<file path="src/rtl/issue_dispatch_nw_pkg.sv">
// Shared instruction record and decode helpers for the issue/dispatch stage.
// Non-memory instructions carry ldst_type[3]=1; memory ops use ldst_type[3]=0.
package Public_Info;

    localparam logic [9:0] INST_ALU  = 10'h001;
    localparam logic [9:0] INST_LDST = 10'h002;
    localparam logic [9:0] INST_MUL  = 10'h004;
    localparam logic [9:0] INST_DIV  = 10'h008;

    localparam logic [3:0] LDST_NONE = 4'b1000;
    localparam logic [3:0] LDST_W    = 4'b0010;

    typedef struct packed {
        logic        o_valid;
        logic [31:0] pc;
        logic [31:0] inst;
        logic [9:0]  inst_type;
        logic [3:0]  br_type;
        logic [4:0]  rf_raddr1;
        logic [4:0]  rf_raddr2;
        logic        rf_we;
        logic [4:0]  rf_rd;
        logic [3:0]  ldst_type;
        logic        mem_we;
        logic [31:0] imm;
    } PC_set;

    // True when instruction s reads register r (r0 never counts as a dependency).
    function automatic logic f_reads(input PC_set s, input logic [4:0] r);
        return (r != 5'd0) && ((s.rf_raddr1 == r) || (s.rf_raddr2 == r));
    endfunction

    function automatic logic f_is_load(input PC_set s);
        return !s.ldst_type[3] && !s.mem_we && (s.rf_rd != 5'd0);
    endfunction

    function automatic logic f_is_term(input PC_set s);
        return s.inst_type != INST_ALU;
    endfunction

    function automatic logic f_is_branch(input PC_set s);
        return s.br_type != 4'd0;
    endfunction

endpackage

</file>
<file path="src/rtl/issue_dispatch_nw_ld_scoreboard.sv">
// Load-use scoreboard: LD_LAT-deep shift register of in-flight load destinations,
// compared against every slot's read addresses.
module ld_scoreboard #(
    parameter int unsigned LD_LAT = 1,
    parameter int unsigned NPORT  = 2
) (
    input  logic                  clk,
    input  logic                  rstn,
    input  logic                  i_stall,
    input  logic                  i_push,
    input  logic [4:0]            i_push_rd,
    input  logic [NPORT-1:0][4:0] i_raddr1,
    input  logic [NPORT-1:0][4:0] i_raddr2,
    output logic [NPORT-1:0]      o_hit
);

    logic [LD_LAT-1:0]      r_vld;
    logic [LD_LAT-1:0][4:0] r_rd;

    // Entry 0 is the youngest; the oldest entry falls off the end.
    always_ff @(posedge clk or negedge rstn) begin
        if (!rstn) begin
            r_vld <= '0;
            r_rd  <= '0;
        end else if (!i_stall) begin
            for (int unsigned i = LD_LAT - 1; i > 0; i--) begin
                r_vld[i] <= r_vld[i-1];
                r_rd[i]  <= r_rd[i-1];
            end
            r_vld[0] <= i_push;
            r_rd[0]  <= i_push ? i_push_rd : 5'd0;
        end
    end

    always_comb begin
        o_hit = '0;
        for (int unsigned p = 0; p < NPORT; p++) begin
            for (int unsigned e = 0; e < LD_LAT; e++) begin
                if (r_vld[e] &&
                    (((i_raddr1[p] != 5'd0) && (i_raddr1[p] == r_rd[e])) ||
                     ((i_raddr2[p] != 5'd0) && (i_raddr2[p] == r_rd[e])))) begin
                    o_hit[p] = 1'b1;
                end
            end
        end
    end

endmodule

</file>
<file path="src/rtl/issue_dispatch_nw.sv">
// In-order multi-slot issue stage: picks the longest hazard-free prefix of the
// decoded group each cycle and tracks in-flight loads for load-use stalls.
module issue_dispatch_nw
    import Public_Info::*;
#(
    parameter int unsigned ISSUE_W = 2,
    parameter int unsigned LD_LAT  = 1
) (
    input  logic                             clk,
    input  logic                             rstn,
    input  PC_set [ISSUE_W-1:0]              i_set,
    input  logic  [ISSUE_W-1:0]              i_is_valid,
    input  logic                             i_flush,
    input  logic                             i_stall,
    output PC_set [ISSUE_W-1:0]              o_set,
    output logic  [$clog2(ISSUE_W+1)-1:0]    o_usingNUM
);

    localparam int unsigned CNT_W = $clog2(ISSUE_W + 1);

    logic [ISSUE_W-1:0]      w_v;
    logic [ISSUE_W-1:0]      w_ld_hit;
    logic [ISSUE_W-1:0]      w_raw;
    logic [ISSUE_W-1:0]      w_term;
    logic [ISSUE_W-1:0]      w_br2;
    logic [ISSUE_W-1:0]      w_ok;
    logic [ISSUE_W-1:0]      w_issue;
    logic [ISSUE_W-1:0][4:0] w_raddr1;
    logic [ISSUE_W-1:0][4:0] w_raddr2;
    logic                    w_go;
    logic                    w_push;
    logic [4:0]              w_push_rd;

    assign w_go = rstn & ~i_flush & ~i_stall;

    // Slot k can only issue if every j<k issues, so hazards from earlier slots
    // are evaluated against valid slots and the prefix AND settles the rest.
    always_comb begin
        w_raw  = '0;
        w_term = '0;
        w_br2  = '0;
        for (int unsigned k = 0; k < ISSUE_W; k++) begin
            for (int unsigned j = 0; j < ISSUE_W; j++) begin
                if ((j < k) && w_v[j]) begin
                    if (i_set[j].rf_we && f_reads(i_set[k], i_set[j].rf_rd))
                        w_raw[k] = 1'b1;
                    if (f_is_term(i_set[j]))
                        w_term[k] = 1'b1;
                    if (f_is_branch(i_set[j]) && f_is_branch(i_set[k]))
                        w_br2[k] = 1'b1;
                end
            end
        end
    end

    for (genvar k = 0; k < ISSUE_W; k++) begin : g_slot
        assign w_v[k]      = i_set[k].o_valid & i_is_valid[k];
        assign w_raddr1[k] = i_set[k].rf_raddr1;
        assign w_raddr2[k] = i_set[k].rf_raddr2;
        assign w_ok[k]     = w_v[k] & ~w_ld_hit[k] & ~w_raw[k] & ~w_term[k] & ~w_br2[k];
        assign w_issue[k]  = w_go & (&w_ok[k:0]);
    end

    always_comb begin
        o_set = i_set;
        for (int unsigned k = 0; k < ISSUE_W; k++) begin
            o_set[k].o_valid = w_issue[k];
        end
    end

    always_comb begin
        o_usingNUM = '0;
        for (int unsigned k = 0; k < ISSUE_W; k++) begin
            o_usingNUM = o_usingNUM + CNT_W'(w_issue[k]);
        end
    end

    // A load terminates its group, so at most one slot can match here.
    always_comb begin
        w_push    = 1'b0;
        w_push_rd = '0;
        for (int unsigned k = 0; k < ISSUE_W; k++) begin
            if (!w_push && w_issue[k] && f_is_load(i_set[k])) begin
                w_push    = 1'b1;
                w_push_rd = i_set[k].rf_rd;
            end
        end
    end

    ld_scoreboard #(
        .LD_LAT (LD_LAT),
        .NPORT  (ISSUE_W)
    ) u_ld_scoreboard (
        .clk       (clk),
        .rstn      (rstn),
        .i_stall   (i_stall),
        .i_push    (w_push),
        .i_push_rd (w_push_rd),
        .i_raddr1  (w_raddr1),
        .i_raddr2  (w_raddr2),
        .o_hit     (w_ld_hit)
    );

endmodule

</file>
<file path="config.mk">
export PLATFORM = sky130hd
export DESIGN_NAME = issue_dispatch_nw
export DESIGN_NICKNAME = d
export VERILOG_FILES = /design/src/rtl/issue_dispatch_nw_pkg.sv /design/src/rtl/issue_dispatch_nw_ld_scoreboard.sv /design/src/rtl/issue_dispatch_nw.sv
export SDC_FILE = /design/constraint.sdc
export NUM_CORES = 1
export LEC_CHECK = 0
export ABC_AREA = 1
export CAP_MARGIN = 10
export CELL_PAD_IN_SITES_DETAIL_PLACEMENT = 2
export CELL_PAD_IN_SITES_GLOBAL_PLACEMENT = 2
export CORE_AREA = 5 5 204 206
export DETAILED_ROUTE_END_ITERATION = 10
export DIE_AREA = 0 0 209 211
export PLACE_DENSITY_LB_ADDON = 0.25
export SLEW_MARGIN = 10
export SYNTH_ARGS = -nofsm -noshare
export SYNTH_HDL_FRONTEND = slang
export SYNTH_SLANG_ARGS = --single-unit
</file>
<file path="constraint.sdc">
create_clock -name clk -period 3 [get_ports clk]
set_clock_uncertainty 0.2 [all_clocks]
set_input_delay 0.6 -clock clk [delete_from_list [all_inputs] [get_ports clk]]
set_output_delay 0.6 -clock clk [all_outputs]
set_load 0.005 [all_outputs]
</file>
==> results of run 1 <==
[layer usage]
metal	wire (um)	vias up	track usage
met4	852	2	0.0369
met3	1920	84	0.0373
met5	7	-	0
met1	4550	998	0.0566
met2	6120	238	0.0938
li1	-	1026	-
[worst min path at each step]
stage / start / end / slack, ns / depth (start not counted)
finish: rstn / u_ld_scoreboard.r_vld$_DFFE_PN0N_ / 0.15 / 2
global route: rstn / u_ld_scoreboard.r_vld$_DFFE_PN0N_ / 0.17 / 2
CTS: u_ld_scoreboard.r_vld$_DFFE_PN0N_ / u_ld_scoreboard.r_vld$_DFFE_PN0N_ / 0.46 / 2
detailed placement: u_ld_scoreboard.r_vld$_DFFE_PN0N_ / u_ld_scoreboard.r_vld$_DFFE_PN0N_ / 0.43 / 2
global placement: u_ld_scoreboard.r_vld$_DFFE_PN0N_ / u_ld_scoreboard.r_vld$_DFFE_PN0N_ / 0.42 / 2
floorplan: rstn / u_ld_scoreboard.r_rd[0]$_DFFE_PN0N_ / 0.10 / 0
[stage by stage]
| step | total power [mW] | cell area, um2 | setup WS, ns |
|---|---|---|---|
| CTS | 0.673 | 3440 | 0.0390 |
| global route | 0.706 | 3490 | 0.00177 |
| global placement | 0.458 | 3330 | -0.757 |
| finish | 0.654 | 3490 | 0.0852 |
| floorplan | 0.452 | 3090 | 0.392 |
| detailed placement | 0.462 | 3330 | -0.738 |
[sequential cells by signal, indices dropped and copies added (netlist names)]
signal,flops
u_ld_scoreboard.r_vld,1
u_ld_scoreboard.r_rd,5
[worst max-delay path, delay by kind of cell]
kind	cells	cell delay (ns)
XOR/XNOR	1	0.15
AO/OA/AOI/OAI	1	0.07
buffers and inverters	5	0.74
AND/OR/NAND/NOR	4	0.54
[power by group]
part           leakage, nW  internal, mW  total, mW  switching [mW]
Combinational         1.46         0.194      0.347           0.152
Sequential          0.0764        0.0862     0.0952         0.00899
Clock               0.0370         0.171      0.212          0.0416
Total                 1.57         0.451      0.654           0.203
[layout by cell type, fill, tap and decap left out, types with 8 or more instances in the layout]
cell	synthesis	final
dlygate4sd2_1	0	19
nand2_2	3	9
xor2_1	8	8
nand3_1	16	15
clkbuf_2	0	8
nand2_1	87	81
clkdlybuf4s15_2	0	8
inv_1	31	30
buf_4	263	58
clkdlybuf4s50_1	0	69
nor2_1	38	38
[cell families after synthesis]
| group | synth area share |
|---|---|
| xor+xnor | 0.0284 |
| buf+inv | 0.685 |
| compound gates | 0.0235 |
| fa+ha+maj | 0.00405 |
| flops | 0.0487 |
| simple gates | 0.210 |
[area by class of cell]
type                       count  area [um2]
timing repair buffer         177        1580
multi-input combinational    176         890
clock buffer                   3        75.1
sequential                     6         150
tap                          525         657
inverter                      36         136
fill                        4739       36000
[repair_timing]
action	CTS	global route
setup endpoints to repair	4	3
gates resized for setup	79	30
pin swaps	18	18
setup buffers	3	4
==> summary.md, run 1 <==
| Metric | Value |
|---|---|
| Status | finished clean |
| H-tree depth | 1 |
| Final std cells w/o fill | about 920 |
| Syn Inst Count | around 480 |
| Hold buffer count at cts | 0 |
| Initial Utilization | 0.0782 |
| Final worst path period share | 0.972 |
| Fin. Hold Viols | 0 |
| Largest net degree at the start of global routing | 11 |
| Largest stage delay, worst path | 0.24 ns |
| Sequential share of the synthesized area | 0.0487 |
| EDFF count, synth | 0 |
| Synth top cells by count | buf_4, nand2_1, nor2_1 |
| DR iter-0 viols | 65 |
| Die Width | between 200 and 250 um |
| Ys async rst share | 1.00 |
| Final setup viols | 0 |
| Per-cell routed wire length | 14.6 um |
| Core region area | roughly 40000 um2 |
| Final ANT Viol Nets | 0 |
| Crit path capture | o_set[263] |
| Io pins | ~540 |
| GRT Util Overall | 0.0585 |
| CTS Sinks | 6 |
| Leak | 1.57 nW |
| Num CTS Buffers | 3 |
| Max Slew Vio Count | 0 |
| Max_cap viols | 0 |
| Crit. End Element | output pin |
| CTS tree | done |
| Cell area after synthesis | ~3100 um2 |
| Setup TNS | 0 ns |
| Post-synth top area cell | buf_4 |
| Area delta synth->final | 13.1% |
| Vias per cell | between 2 and 3 |
| Worst slew pin tran | roughly 0.27 ns |
| Post-Route Utilization | 0.0885 |
| Synth warn | 0 |
| Worst Hold Slack | roughly 0.15 ns |
| Crit Path Max Fanout | 5 |
| Final Routed Wirelength | between 10000 and 15000 um |
| Kind of critical path | primary input to output pin |
| Slew Limit Headroom | 0.819 |
| Crit-path most repeated cell | buf_4 |
| Fin nets | ~670 |
| Detailed-route DRC error count | 0 |
| Period minus WS final | 2.91 ns |
| Clock tree root buffer cell | clkbuf_16 |
| Worst-skew pair later-pin latency | between 0.2 and 0.25 ns |
| Flop-to-flop setup slack | roughly 0.93 ns |
| Number of inserted diodes | 0 |
| Vias in the first global route | between 2000 and 3000 |
| Die Ht | around 210 um |
| Reg2Reg Depth | 12 |
| Worst r2r src | u_ld_scoreboard.r_rd[1]$_DFFE_PN0N_ |
| Initial antenna violation count | 2 |
| Post-Syn Nets | around 750 |
| GR Overflow Total | 0 |
| Synth top area share | 0.640 |
| Cell row count | 73 |
| Clk buf depth | 2 |
| Most used flip-flop cell after synthesis | dfrtp_1 |
| Critical Path Source Type | primary input |
| Drt first pass iters | 4 |
| RSZ-0062 raised after global routing | no |
| Critical Path RT | 2.20 ns |
| Crit path DAT | 2.11 ns |
| Inst Count DP | a little over 900 |
| Total number of vias | roughly 2300 |
| Die area | around 44000 um2 |
| Netlist cell types | 24 |
| Number of port buffers | roughly 120 |
| Pwr per Cell Area | ~190 nW/um2 |
| Fraction of layout cells with a size suffix above 1 | 0.279 |
| Peak VDD IR | about 120 uV |
| CP Cell Sequence | dlygate4sd2_1, buf_6, xor2_1, nor2_1, nand3_1, nand2_2, a21oi_2, and3_4, buf_4, buf_4, buf_2 |
| Yosys reg bits | 6 |
| RD Place Congestion | 0.685 |
| CP startpoint | i_set[177] |
| Hpwl dp | between 10000 and 15000 um |
| Synthesized area per cell | 6.40 um2 |
| Hold/Removal Path Class | primary input to async pin |
| Cell at the slowest stage of the critical path | dlygate4sd2_1 |
| First-pass GRT wire length | ~19000 um |
| Clk slew on worst S/H paths | about 0.030 ns |
| Count leader, synth | buf_4 |
| Reg2reg end | u_ld_scoreboard.r_rd[0]$_DFFE_PN0N_ |
| Max Clk Rate | between 300 and 400 MHz |
| Synth top area cells | buf_4, nand2_1, dfrtp_1 |
Note: power is estimated with default switching activity, not from simulation.
==> run 2, diff against run 1 <==
CAP_MARGIN = not set   (was 10)
CORE_AREA = 5 5 207 209   (was 5 5 204 206)
DIE_AREA = 0 0 212 214   (was 0 0 209 211)
SYNTH_HIERARCHICAL = 1   (was not set)
==> summary.md, run 2 <==
| Metric | Value |
|---|---|
| Crit path DAT | 2.23 ns (+0.12 ns) |
| Critical Path Source Type | flip-flop |
| Final std cells w/o fill | 967 (+4.8%) |
| Synth top cells by count | buf_4, nand2_1, nor2_1 |
| Setup TNS | -0.0454 ns (-0.0454 ns) |
| Max Slew Vio Count | 0 (unchanged) |
| Fraction of layout cells with a size suffix above 1 | 0.329 (+0.0498) |
| Critical Path RT | 2.20 ns (about the same) |
| Reg power frac | 0.134 (-0.012) |
| Hold buffer count at cts | 0 (unchanged) |
| Post-Syn Nets | 781 (+3.7%) |
| GR Overflow Total | 0 (unchanged) |
| Initial Utilization | 0.0778 (-0.000409) |
| Largest net degree at the start of global routing | 12 (+1) |
| Largest register FFs | 5 (unchanged) |
| Count leader, synth | buf_4 |
| Max_cap viols | 0 (unchanged) |
| Largest Register | u_ld_scoreboard/r_rd |
| Total power | 0.610 mW (-6.8%) |
| Post-synth top area cell | buf_4 |
| Most common cell after layout, fill and taps aside | nand2_1 |
| Pwr per Cell Area | 163 nW/um2 (-13%) |
| Cell at the slowest stage of the critical path | dfrtp_1 |
| Failing checks | setup timing |
| Yosys reg bits | 6 (unchanged) |
| Synth top area cells | buf_4, nand2_1, nor2_1 |
| Synth top area share | 0.622 (-0.0178) |
| Core region area | 40600 um2 (+3.0%) |
| Slew Limit Headroom | 0.750 (-0.0684) |
| Detailed-route DRC error count | 0 (unchanged) |
| Register area | 151 um2 (+0.83%) |
| Switching share of power | 0.290 (-0.0196) |
| Period minus WS final | 3.03 ns (+0.117 ns) |
| DR iter-0 viols | 47 (-28%) |
| Multi-input gate area | 1020 um2 (+14%) |
| RSZ-0062 raised after global routing | yes |
| Ys async rst share | 1.00 (unchanged) |
| Post-Route Utilization | 0.0919 (+0.00338) |
| Hold/Removal Path Class | flip-flop to flip-flop |
| Number of port buffers | 117 (unchanged) |
| Final Routed Wirelength | 14200 um (+5.6%) |
| Peak VDD IR | 91.6 uV (-20%) |
| Vias in the first global route | 2914 (+2.7%) |
| Status | finished, violations left |
| Fill cells | 4822 (+1.8%) |
| Fin. Hold Viols | 0 (unchanged) |
| Hpwl dp | 12700 um (+5.0%) |
| Logic pwr share | 0.517 (-0.013) |
| CP Buf/Inv Count | 4 (-1) |
| Most frequent cells in the layout | nand2_1, clkdlybuf4s50_1, buf_4, nor2_1, inv_1 |
| Die Ht | 214 um (+1.4%) |
| Sequential share of the synthesized area | 0.0475 (-0.00117) |
| Cell row count | 74 (+1.4%) |
| Syn Inst Count | 510 (+5.8%) |
| Leak | 1.66 nW (+5.3%) |
| Die area | 45400 um2 (+2.9%) |
| Pre-CTS WS | -1.27 ns (-0.531 ns) |
| CTS Sinks | 6 (unchanged) |
| Initial antenna violation count | 0 (-2) |
| Final setup viols | 2 (+2) |
| Crit. End Element | output pin |
| RD Place Congestion | 0.653 (-4.5%) |
| Inst Count DP | 959 (+5.0%) |
| Max Clk Rate | 330 MHz (-3.9%) |
| Clock power frac | 0.349 (+0.025) |
| Internal Power | 0.433 mW (-4.1%) |
| CP Cell Sequence | inv_2, buf_6, nand2_4, nand2_2, nor2_2, nand3_1, a21oi_2, nor2_2, nand3_4, inv_4, nand2_4, nor3_4, and2_4, ha_4, buf_6 |
| Worst-skew pair later-pin latency | 0.23 ns (about the same) |
| Synth warn | 6 (+6) |
| Area delta synth->final | 18.1% |
| Total number of vias | 2562 (+9.1%) |
| Synthesized area per cell | 6.20 um2 (-3.2%) |
| Worst Hold Slack | 0.439 ns (+0.292 ns) |
| Clk slew on worst S/H paths | 0.03 ns (about the same) |
| H-tree depth | 1 (unchanged) |
| Fin nets | 708 (+5.5%) |
| Kind of critical path | flip-flop to output pin |
| Drt first pass iters | 4 (unchanged) |
| NetSw | 0.177 mW (-13%) |
| Clock tree root buffer cell | clkbuf_16 |
| Placed cell area | 3520 um2 (+5.5%) |
| Crit Path Max Fanout | 3 (-2) |
| Number of inserted diodes | 0 (unchanged) |
| Worst slew pin tran | 0.371 ns (+0.0987 ns) |
| Io pins | 536 (unchanged) |
| Cell area after synthesis | 3160 um2 (+2.5%) |
| Final setup margin | -0.0321 ns (-0.117 ns) |
| GRT Util Overall | 0.0595 (+0.000955) |
| Vias per cell | 2.65 (+4.1%) |
| Netlist cell types | 26 (+8.3%) |
| Num CTS Buffers | 3 (unchanged) |
| Final worst path period share | 1.01 (+0.0391) |
| Final ANT Viol Nets | 0 (unchanged) |
| Per-cell routed wire length | 14.7 um (+0.82%) |
| Largest regs | u_ld_scoreboard/r_rd (5), u_ld_scoreboard/r_vld (1) |
| Cell family with most CP delay | simple AND/OR/NAND/NOR gates |
| Most used flip-flop cell after synthesis | dfrtp_1 |
| CTS tree | done |
| Clk buf depth | 2 (unchanged) |
| Largest stage delay, worst path | 0.41 ns (+0.17 ns) |
| First-pass GRT wire length | 19400 um (+2.1%) |
| Die Width | 212 um (+1.4%) |
| Design area | 3730 um2 (+7.0%) |
| EDFF count, synth | 0 (unchanged) |
[run 2: changes by cell type in the layout (fill, tap and decap cells not counted), sizes merged, moves of 8 or more]
cell,change
clkdlybuf4s15,-9
nand2,+22
xor2,-8
dlygate4sd2,-18
nor2,+8
clkdlybuf4s50,+19
buf,+26
[run 2: final timing paths]
kind	from	endpoint	slack (ns)	depth (start not counted)
max	u_ld_scoreboard/r_rd[1]$_DFFE_PN0N_	o_usingNUM[0]	-0.03	15
min	u_ld_scoreboard/r_vld$_DFFE_PN0N_	u_ld_scoreboard/r_vld$_DFFE_PN0N_	0.44	2
max reg2reg	u_ld_scoreboard/r_rd[1]$_DFFE_PN0N_	u_ld_scoreboard/r_rd[0]$_DFFE_PN0N_	0.46	16
min reg2reg	u_ld_scoreboard/r_vld$_DFFE_PN0N_	u_ld_scoreboard/r_vld$_DFFE_PN0N_	0.44	2
max in group asynchronous	rstn	u_ld_scoreboard/r_rd[4]$_DFFE_PN0N_	1.93	2
min in group asynchronous	rstn	u_ld_scoreboard/r_rd[0]$_DFFE_PN0N_	0.54	2
[run 2: power groups by stage]
stage               Combinational, mW  Clock [mW]  Sequential (mW)
global placement                0.326           0           0.0825
global route                    0.350       0.224           0.0815
CTS                             0.324       0.218           0.0815
finish                          0.316       0.213           0.0816
floorplan                       0.343           0           0.0825
detailed placement              0.327           0           0.0825
[run 2: cell type report]
| cell class | instances | area share |
|---|---|---|
| multi-input combinational | 198 | 0.272 |
| inverter | 42 | 0.0429 |
| tap | 532 | 0.178 |
| sequential | 6 | 0.0405 |
| clock buffer | 3 | 0.0201 |
| timing repair buffer | 186 | 0.446 |
[run 2: layer usage]
layer  global-route usage  vias up  share of wire
met5              0.00754        -         0.0029
met4               0.0335        2          0.052
met3               0.0341       74           0.13
met2               0.0967      245           0.46
met1               0.0589     1110           0.35
li1                     -     1131              -
[run 2: kinds of logic (layout without fill, tap and decap cells)]
| family | count (synthesis) | count (layout) | synth area share |
|---|---|---|---|
| XOR/XNOR | 2 | 2 | 0.00554 |
| AND/OR/NAND/NOR | 186 | 186 | 0.254 |
| flip-flops | 6 | 6 | 0.0475 |
| AO/OA/AOI/OAI | 9 | 9 | 0.0142 |
| adder cells (fa/ha/maj) | 1 | 1 | 0.00396 |
| buffers and inverters | 306 | 231 | 0.675 |
[run 2: worst reg2reg max path, delay by kind of cell, from the launching register on]
family | cells | cell delay (ns)
AND/OR/NAND/NOR | 11 | 1.22
flip-flops | 1 | 0.41
buffers and inverters | 3 | 0.40
AO/OA/AOI/OAI | 2 | 0.20
[run 2: repair_timing]
item | 4_1_cts | 5_1_grt
pin swaps | 26 | 17
setup endpoints to repair | 10 | 4
gates resized for setup | 121 | 33
gates cloned | 0 | 0
setup buffers | 4 | 3
==> run 3, diff against run 2 <==
HOLD_SLACK_MARGIN = 0.12   (was not set)
==> results of run 3 <==
Same layout as run 2: the final DEF is identical, and so are final timing and power.
